===== src/rtl/phoenix_packet_sender.sv =====
// Phoenix router packet injector: emits header, size and payload flits over a credit-based link.
// Define PHOENIX_SENDER_STATS_EN to add packet/flit/stall counters (stat_pkts, stat_flits, stat_stall).
`ifndef TAM_FLIT
`define TAM_FLIT 16
`endif

module phoenix_packet_sender #(
  parameter int FLIT_W = `TAM_FLIT
) (
  input  logic              clock,
  input  logic              reset,
  input  logic              pkt_start,
  input  logic [FLIT_W-1:0] pkt_target,
  input  logic [FLIT_W-1:0] pkt_size,
  output logic              pkt_busy,
  output logic              pkt_done,
  output logic              pkt_err,
  input  logic              pay_valid,
  input  logic [FLIT_W-1:0] pay_data,
  output logic              pay_ready,
  output logic              tx,
  output logic [FLIT_W-1:0] data_out,
  input  logic              credit_i,
`ifdef PHOENIX_SENDER_STATS_EN
  output logic [31:0]       stat_pkts,
  output logic [31:0]       stat_flits,
  output logic [31:0]       stat_stall,
`endif
  output logic              clock_tx
);

  typedef enum logic [2:0] {S_IDLE, S_HDR, S_SIZE, S_PAY, S_DRAIN} state_e;

  state_e            state_q, state_d;
  logic [FLIT_W-1:0] rem_q, rem_d;
  logic [FLIT_W-1:0] data_q, data_d;
  logic              tx_q, tx_d;
  logic              done_q, done_d;
  logic              err_q, err_d;
  logic              xfer;
  logic              out_free;
  logic              accept;

  assign xfer     = tx_q & credit_i;
  assign out_free = ~tx_q | credit_i;

  always_comb begin
    state_d   = state_q;
    rem_d     = rem_q;
    data_d    = data_q;
    tx_d      = tx_q;
    done_d    = 1'b0;
    err_d     = 1'b0;
    pay_ready = 1'b0;
    case (state_q)
      S_IDLE: begin
        if (pkt_start) begin
          if (pkt_size != '0) begin
            rem_d   = pkt_size;
            data_d  = pkt_target;
            tx_d    = 1'b1;
            state_d = S_HDR;
          end else begin
            err_d = 1'b1;
          end
        end
      end
      S_HDR: begin
        // rem still holds the full size until the first payload word is accepted
        if (xfer) begin
          data_d  = rem_q;
          tx_d    = 1'b1;
          state_d = S_SIZE;
        end
      end
      S_SIZE: begin
        pay_ready = xfer;
        if (xfer) begin
          tx_d    = 1'b0;
          state_d = S_PAY;
        end
      end
      S_PAY: begin
        pay_ready = out_free;
        if (xfer) tx_d = 1'b0;
      end
      S_DRAIN: begin
        if (xfer) begin
          tx_d    = 1'b0;
          done_d  = 1'b1;
          state_d = S_IDLE;
        end
      end
      default: state_d = S_IDLE;
    endcase

    // A payload accept overrides the bubble and, on the last word, jumps to DRAIN
    accept = pay_valid & pay_ready;
    if (accept) begin
      data_d = pay_data;
      tx_d   = 1'b1;
      rem_d  = rem_q - FLIT_W'(1);
      if (rem_q == FLIT_W'(1)) state_d = S_DRAIN;
    end
  end

  always_ff @(posedge clock) begin
    if (reset) begin
      state_q <= S_IDLE;
      rem_q   <= '0;
      data_q  <= '0;
      tx_q    <= 1'b0;
      done_q  <= 1'b0;
      err_q   <= 1'b0;
    end else begin
      state_q <= state_d;
      rem_q   <= rem_d;
      data_q  <= data_d;
      tx_q    <= tx_d;
      done_q  <= done_d;
      err_q   <= err_d;
    end
  end

  assign pkt_busy = (state_q != S_IDLE);
  assign pkt_done = done_q;
  assign pkt_err  = err_q;
  assign tx       = tx_q;
  assign data_out = data_q;
  assign clock_tx = clock;

`ifdef PHOENIX_SENDER_STATS_EN
  logic [31:0] pkts_q, pkts_d;
  logic [31:0] flits_q, flits_d;
  logic [31:0] stall_q, stall_d;

  always_comb begin
    pkts_d  = pkts_q + (done_q ? 32'd1 : 32'd0);
    flits_d = flits_q + (xfer ? 32'd1 : 32'd0);
    stall_d = stall_q + ((tx_q & ~credit_i) ? 32'd1 : 32'd0);
  end

  always_ff @(posedge clock) begin
    if (reset) begin
      pkts_q  <= '0;
      flits_q <= '0;
      stall_q <= '0;
    end else begin
      pkts_q  <= pkts_d;
      flits_q <= flits_d;
      stall_q <= stall_d;
    end
  end

  assign stat_pkts  = pkts_q;
  assign stat_flits = flits_q;
  assign stat_stall = stall_q;
`endif

endmodule

===== config.mk =====
export PLATFORM = sky130hd
export DESIGN_NAME = phoenix_packet_sender
export DESIGN_NICKNAME = d
export VERILOG_FILES = /design/src/rtl/phoenix_packet_sender.sv
export SDC_FILE = /design/constraint.sdc
export NUM_CORES = 1
export LEC_CHECK = 0
export CAP_MARGIN = 20
export CORE_MARGIN = 8
export CORE_UTILIZATION = 49
export CTS_CLUSTER_SIZE = 10
export DETAILED_ROUTE_END_ITERATION = 16
export PLACE_DENSITY = 0.85
export SKIP_CTS_REPAIR_TIMING = 1
export SYNTH_ARGS = -nofsm -noshare
export SYNTH_HDL_FRONTEND = slang
export SYNTH_SLANG_ARGS = --single-unit

===== constraint.sdc =====
create_clock -name clock -period 4.53 [get_ports clock]
set_input_delay 0.453 -clock clock [delete_from_list [all_inputs] [get_ports clock]]
set_output_delay 0.453 -clock clock [all_outputs]
set_load 0.005 [all_outputs]

==> results.tsv, run 1 <==
stage	metric	value	unit
final_layout	synthToLayoutAreaGrowth	38.9	%
worst_setup_path	critPathArrivalTime	2920	ps
logic_synthesis	postSynthAreaPerCell	8.40	µm²
worst_setup_path	start_kind	clock port	
logic_synthesis	synth_async_sr_flop_share	0	
worst_setup_path	required	4080	ps
logic_synthesis	synth-simple-area-share	0.259	
sta	drv_slew	0	
logic_synthesis	synth_edf_count	0	
logic_synthesis	synth_xor_area_frac	0	
power	p_sw_frac	0.278	
place	port_buffers	74	
run	drv_cap	0	
routing	viasPerCell	6.18	
die	die_y	83.3	µm
global_routing	grt_max_degree	41	
routing	ant_nets	0	
routing	dr.pass1.iters	5	
sta	tns	0	ps
power	pwr-share-seq	0.412	
global_routing	grt_pass1_wl	10900	µm
sta	hold_violations	0	
worst_hold_path	hp-start	data_out[1]	
die	die_w	83.3	µm
power	vdd_drop_max	0.209	mV
place	gp_congestion	0.936	
logic_synthesis	synth_adder_area_share	0.0113	
logic_synthesis	synth_top_family_by_area	simple AND/OR/NAND/NOR gates	
final_layout	drive_gt1_frac	0.0846	
routing	drc	0	
final_layout	diodes	0	
die	die_area	6940	µm²
final_layout	final_area	3080	µm²
routing	vias	2367	
sta	rsz0062_at_grt	false	
run_status	outcome	finished clean	
power	switching_power	0.260	mW
worst_setup_path	r2r_start	tx	
logic_synthesis	ys_ff_latch	38	
final_layout	fin_util	0.708	
place	placed_cells	371	
logic_synthesis	syn_area	2220	µm²
worst_setup_path	startpoint	clock	
die	start_util	0.509	
sta	tightest_slew	699	ps
sta	fin_hold_ws	469	ps
logic_synthesis	netlist-cell-type-count	49	
final_layout	layout.nets	385	
sta	fin_skew	3.09	ps
logic_synthesis	ys_warn_count	0	
logic_synthesis	synth-seq-area-share	0.343	
global_routing	antenna_found_initial	0	
die	core_area	4350	µm²
final_layout	stdcell_count	383	
logic_synthesis	synth-compound-area-share	0.236	
routing	dr.first_iter.drc_count	181	
clock_tree	clkSlewWorstSetupHoldPaths	70	ps
worst_hold_path	hp-class	flip-flop to flip-flop	
die	rows	24	
power	pwr-share-clk	0.349	
global_routing	grt_pass1_vias	2272	
routing	route.detailed.wl_per_inst	17.5	µm
place	placement.cell_area	2930	µm²
global_routing	grt_overflow	0	
clock_tree	tritoncts	done	
power	leakage	1.07	nW
worst_setup_path	end_kind	output port	
global_routing	grt.total_usage	0.185	
logic_synthesis	postSynthCellCount	264	
place	dp.final_hpwl	4880	µm
logic_synthesis	synth_fp_nets	319	
routing	wirelength	6690	µm
clock_tree	clock_latency	400	ps
logic_synthesis	synth-main-ff-cell	dfxtp_1	
power	p_int	0.674	mW
worst_setup_path	crit_type	clock port to output port	
sta	setup_violations	0	
logic_synthesis	synth_mux_area_frac	0.0874	
power	combPwrFrac	0.239	
worst_setup_path	path_max_fanout	2	
die	pin_count	75	
power	powerDensity	303	nW/µm²
sta	maxSlewHeadroom	0.534	
## placed cells by master (no fill, tap or decap), types with 2 or more instances in the layout
cell / Yosys / layout
nand4_1: 3 / 3
nand2_1: 15 / 15
nor2_1: 26 / 26
a221o_1: 16 / 16
clkbuf_8: 0 / 9
mux2i_1: 18 / 18
inv_1: 4 / 4
a21oi_1: 25 / 25
clkdlybuf4s50_1: 0 / 74
a31oi_1: 9 / 9
o311ai_0: 2 / 2
or3_1: 6 / 6
a32oi_1: 3 / 3
ha_1: 2 / 2
o21ai_0: 2 / 2
o211ai_1: 5 / 5
nor4_1: 8 / 8
o32ai_1: 3 / 3
nand3_1: 25 / 25
nor2_2: 2 / 2
dfxtp_1: 38 / 38
buf_4: 3 / 4
nor3_1: 4 / 4
nand2b_1: 2 / 2
## worst paths after layout
check,to,slack (ps),depth (start not counted)
setup / recovery,clock_tx,1160,3
hold reg to reg,data_out[1],470,2
setup reg to reg,data_out[15],2200,6
hold / removal,data_out[1],470,2
## layer usage
metal	vias to the layer above	GRT usage	wire, µm
met4	0	0.0511	25
met2	128	0.292	3150
met1	1091	0.239	2940
li1	1142	-	-
met3	6	0.0508	561
met5	-	0	0
## area by class of cell
cell class              instances  area (µm²)
multi-input cells             199        1320
fillers                       363        1270
repair buffers                 78         776
flip-flops and latches         38         761
clock buffers                  11         138
well taps                      52        65.1
inverters                       4        15.0
clock inverters                 1        5.00
## logic make-up (layout without fill, tap and decap cells)
family / after synthesis / count (layout)
fa+ha+maj: 2 / 2
flops: 38 / 38
compound gates: 72 / 72
mux: 19 / 19
buf+inv: 27 / 94
simple gates: 106 / 106
## synth_stat cells, drive strengths merged, types with 5 or more instances
cell type	n	area [µm²]
o211ai	5	37.5
dfxtp	38	761
mux2i	19	194
or3	7	45.1
clkbuf	10	41.3
nand2	16	62.6
nand3	26	135
nor4	9	71.3
a21oi	26	134
nor2	29	130
a31oi	9	56.3
buf	13	83.8
a221o	16	160
## power by group through the flow
stage	sequential [mW]	combinational [mW]	clock, mW
finish	0.385	0.223	0.326
global route	0.388	0.242	0.353
CTS	0.384	0.221	0.331
detailed placement	0.391	0.219	0.0186
global placement	0.390	0.217	0.0186
floorplan	0.384	0.128	0.0143
## worst max-delay path: stages
cell and delay [ps]:
clkbuf_8 110, clkbuf_8 110, clkdlybuf4s50_1 430
## metrics by stage
stage | setup slack (ps) | power [mW]
floorplan | 1700 | 0.526
global placement | 1400 | 0.626
detailed placement | 1400 | 0.629
CTS | 1140 | 0.936
global route | 1140 | 0.983
finish | 1160 | 0.934
## state kept, by name, indices dropped and copies added (netlist names)
name	flops
data_out	16
tx	1
state_q	3
pkt_err	1
rem_q	16
pkt_done	1
Note: power is estimated with default switching activity, not from simulation.
==> inputs of run 2 (changes only) <==
CORE_UTILIZATION = 41   (was 49)
PLACE_DENSITY = 0.76   (was 0.85)
clock period = 3 ns   (was 4.53 ns; I/O delays follow)
==> run 2 against run 1 <==
- register-to-register slack worse by 1300 ps
- total power up 51%
- combinational power up 50%
- worst hold slack worse by 9.5 ps
- largest cell class unchanged
- highest routed layer unchanged
==> results.tsv, run 2 (same netlist as run 1, synthesis figures left out) <==
stage	metric	value	unit
run_status	outcome	finished clean	
final_layout	final_cell_mix	clkdlybuf4s50_1, dfxtp_1, nor2_1	
routing	ant_nets	0	
final_layout	layout_commonest_cell	clkdlybuf4s50_1	
global_routing	grt.total_usage	0.171	
sta	rsz0062_at_grt	false	
routing	viasPerCell	5.81	
worst_setup_path	start_kind	clock port	
power	leakage	1.07	nW
global_routing	grt_overflow	0	
sta	fin_hold_ws	460	ps
die	pin_count	75	
run	drv_cap	0	
worst_setup_path	slowest_delay	430	ps
worst_setup_path	end_kind	output port	
sta	drv_slew	0	
power	powerDensity	455	nW/µm²
global_routing	grt_pass1_vias	2230	
worst_setup_path	required	2700	ps
global_routing	antenna_found_initial	0	
sta	tns	0	ps
die	die_w	89.6	µm
routing	route.detailed.wl_per_inst	16.8	µm
die	rows	26	
worst_hold_path	hp-class	flip-flop to flip-flop	
routing	wirelength	6760	µm
die	core_area	5170	µm²
sta	hold_violations	0	
worst_setup_path	worst-path-buf-inv	3	
final_layout	layout.nets	386	
final_layout	stdcell_count	402	
global_routing	grt_max_degree	38	
worst_setup_path	crit_slowest_cell	clkdlybuf4s50_1	
clock_tree	clock_latency	390	ps
routing	vias	2336	
place	dp.final_hpwl	5000	µm
die	die_area	8020	µm²
clock_tree	clkSlewWorstSetupHoldPaths	70	ps
worst_setup_path	path_delay_family	buffers and inverters	
global_routing	grt_pass1_wl	10600	µm
die	die_y	89.6	µm
sta	setup_violations	0	
final_layout	drive_gt1_frac	0.0873	
routing	dr.first_iter.drc_count	164	
final_layout	diodes	0	
place	gp_congestion	0.892	
sta	fin_skew	8.59	ps
worst_setup_path	critPathArrivalTime	2160	ps
final_layout	synthToLayoutAreaGrowth	39.9	%
power	vdd_drop_max	0.220	mV
place	port_buffers	74	
worst_setup_path	crit_chain	clkbuf_8, clkbuf_8, clkdlybuf4s50_1	
clock_tree	tritoncts	done	
routing	drc	0	
place	placed_cells	391	
routing	dr.pass1.iters	4	
worst_setup_path	path_max_fanout	2	
die	start_util	0.429	
sta	maxSlewHeadroom	0.339	
worst_setup_path	crit_type	clock port to output port	
worst_setup_path	cp_common_cell	clkbuf_8	
sta	tightest_slew	989	ps
-- run 2: worst reg2reg max path: stages (launching register included) --
cell,delay (ps)
dfxtp_1,430
nand3b_1,310
nor2_2,390
nand3_1,250
or3_2,460
a31oi_1,160
-- run 2: through the flow --
step	area, µm²	util	setup WS [ps]	power, mW
floorplan	2220	-	1090	0.795
CTS	3100	0.600	526	1.42
detailed placement	2970	0.575	624	0.952
global route	3100	0.600	520	1.48
finish	3100	0.600	542	1.41
global placement	2970	0.575	634	0.950
-- run 2: report_power, final --
part / total [mW] / leakage (nW) / switching (mW) / internal, mW
Sequential: 0.580 / 0.312 / 0.0388 / 0.541
Combinational: 0.334 / 0.682 / 0.151 / 0.184
Clock: 0.498 / 0.0737 / 0.205 / 0.293
Total: 1.41 / 1.07 / 0.394 / 1.02
-- run 2: area by class of cell --
type	count	area [µm²]
clock inverters	1	5.00
flip-flops and latches	38	761
repair buffers	79	776
multi-input cells	199	1320
well taps	70	87.6
inverters	4	15.0
clock buffers	11	138
fillers	456	2070
-- run 2: worst paths after layout --
path                                     end  slack [ps]    startpoint  cells after the start
worst max register to register      rem_q[3]         920    state_q[2]                      5
worst max-delay path                clock_tx         540         clock                      3
worst min register to register  data_out[10]         460  data_out[10]                      2
worst min-delay path            data_out[10]         460  data_out[10]                      2
-- run 2: routing by layer --
| metal | GRT usage | routed length (µm) | up-vias | share of wire |
|---|---|---|---|---|
| met3 | 0.0496 | 707 | 12 | 0.10 |
| met4 | 0.0891 | 132 | 0 | 0.020 |
| met2 | 0.249 | 3000 | 109 | 0.44 |
| met5 | 0 | 0 | - | 0 |
| met1 | 0.222 | 2930 | 1059 | 0.43 |
| li1 | - | - | 1156 | - |
==> inputs of run 3 (changes only) <==
CORE_UTILIZATION = 46   (was 41)
PLACE_DENSITY = 0.81   (was 0.76)
clock period = 2.5 ns   (was 3 ns; I/O delays follow)
==> run 3 against run 2 <==
- cell count down 2.5%
- first-iteration DRC count up 67%
- count of clock-buffer cells in the layout down 2
- via count up 3.9%
- largest cell class unchanged
==> results.tsv, run 3 (same netlist as run 1, synthesis figures left out) <==
stage	metric	value	unit
place	dp.final_hpwl	5080	µm
power	powerDensity	534	nW/µm²
final_layout	fin_util	0.669	
die	die_w	85.4	µm
final_layout	synthToLayoutAreaGrowth	41.4	%
routing	dr.first_iter.drc_count	274	
routing	wirelength	6900	µm
worst_setup_path	reg2reg_depth	5	
die	die_y	85.4	µm
sta	tightest_slew	835	ps
clock_tree	clkSlewWorstSetupHoldPaths	80	ps
routing	viasPerCell	6.19	
clock_tree	tritoncts	done	
power	vdd_drop_max	0.354	mV
sta	setup_violations	0	
worst_setup_path	required	2250	ps
place	port_buffers	74	
final_layout	final_cell_mix	clkdlybuf4s50_1, dfxtp_1, nor2_1	
die	die_area	7300	µm²
global_routing	grt_pass1_vias	2311	
global_routing	grt_max_degree	33	
worst_setup_path	critPathArrivalTime	1900	ps
worst_hold_path	hold_depth	3	
worst_setup_path	path_max_fanout	2	
run	drv_cap	0	
global_routing	grt_pass1_wl	11100	µm
worst_setup_path	crit_type	clock port to output port	
power	switching_power	0.477	mW
power	p_sw_frac	0.285	
sta	drv_slew	0	
die	pin_count	75	
die	rows	25	
sta	tns	0	ps
worst_setup_path	crit_slowest_cell	clkdlybuf4s50_1	
power	pwr-share-seq	0.416	
die	start_util	0.473	
worst_setup_path	slowest_delay	430	ps
routing	drc	0	
worst_hold_path	hp-class	input port to flip-flop	
global_routing	antenna_found_initial	0	
worst_setup_path	end_kind	output port	
routing	ant_nets	0	
routing	vias	2427	
routing	route.detailed.wl_per_inst	17.6	µm
power	leakage	1.10	nW
power	combPwrFrac	0.250	
die	core_area	4690	µm²
power	pwr-share-clk	0.333	
final_layout	layout.nets	393	
worst_setup_path	cp_common_cell	clkbuf_8	
worst_setup_path	crit_chain	clkbuf_8, clkbuf_8, clkdlybuf4s50_1	
place	gp_congestion	0.930	
sta	fin_skew	12.0	ps
sta	rsz0062_at_grt	false	
global_routing	grt_overflow	0	
power	p_int	1.20	mW
sta	hold_violations	0	
final_layout	layout_commonest_cell	clkdlybuf4s50_1	
run_status	outcome	finished clean	
final_layout	diodes	0	
sta	maxSlewHeadroom	0.441	
worst_setup_path	start_kind	clock port	
routing	dr.pass1.iters	4	
global_routing	grt.total_usage	0.188	
clock_tree	clock_latency	400	ps
final_layout	drive_gt1_frac	0.107	
[run 3: routing by layer]
layer,vias to the layer above,routed length [µm],global-route usage
li1,1157,-,-
met1,1109,2930,0.228
met2,148,3070,0.289
met3,13,762,0.0637
met4,0,132,0.0924
met5,-,0,0
[run 3: power by group through the flow]
stage          Combinational (mW)  Sequential (mW)  Clock, mW
6_report                    0.419            0.697      0.558
5_1_grt                     0.451            0.703      0.599
4_1_cts                     0.416            0.695      0.568
3_5_place_dp                0.414            0.709     0.0337
3_3_place_gp                0.409            0.707     0.0337
2_1_floorplan               0.231            0.697     0.0259
[run 3: path summary, 6_finish.rpt]
check / start / end / slack (ps)
max: clock / clock_tx / 350
max reg2reg: state_q[2] / rem_q[3] / 400
min: pkt_size[10] / rem_q[10] / 460
min reg2reg: data_out[11] / data_out[11] / 460
[run 3: cell type report]
class / instances / area, µm²
inverters: 4 / 15.0
well taps: 54 / 67.6
repair buffers: 86 / 841
clock buffers: 9 / 120
fillers: 388 / 1560
clock inverters: 2 / 10.0
multi-input cells: 199 / 1320
flip-flops and latches: 38 / 761
[run 3: stage by stage]
| stage | power, mW | hold slack (ps) | instance area [µm²] | setup slack, ps | instances |
|---|---|---|---|---|---|
| floorplan | 0.954 | 331 | 2220 | 669 | 264 |
| global placement | 1.15 | 451 | 3020 | 288 | 382 |
| detailed placement | 1.16 | 458 | 3020 | 201 | 382 |
| CTS | 1.68 | 451 | 3140 | 336 | 392 |
| global route | 1.75 | 467 | 3140 | 322 | 392 |
| finish | 1.67 | 459 | 3140 | 348 | 392 |
[run 3: critical path, delay by kind of cell]
kind,cells,cell delay (ps)
buffers and inverters,3,660
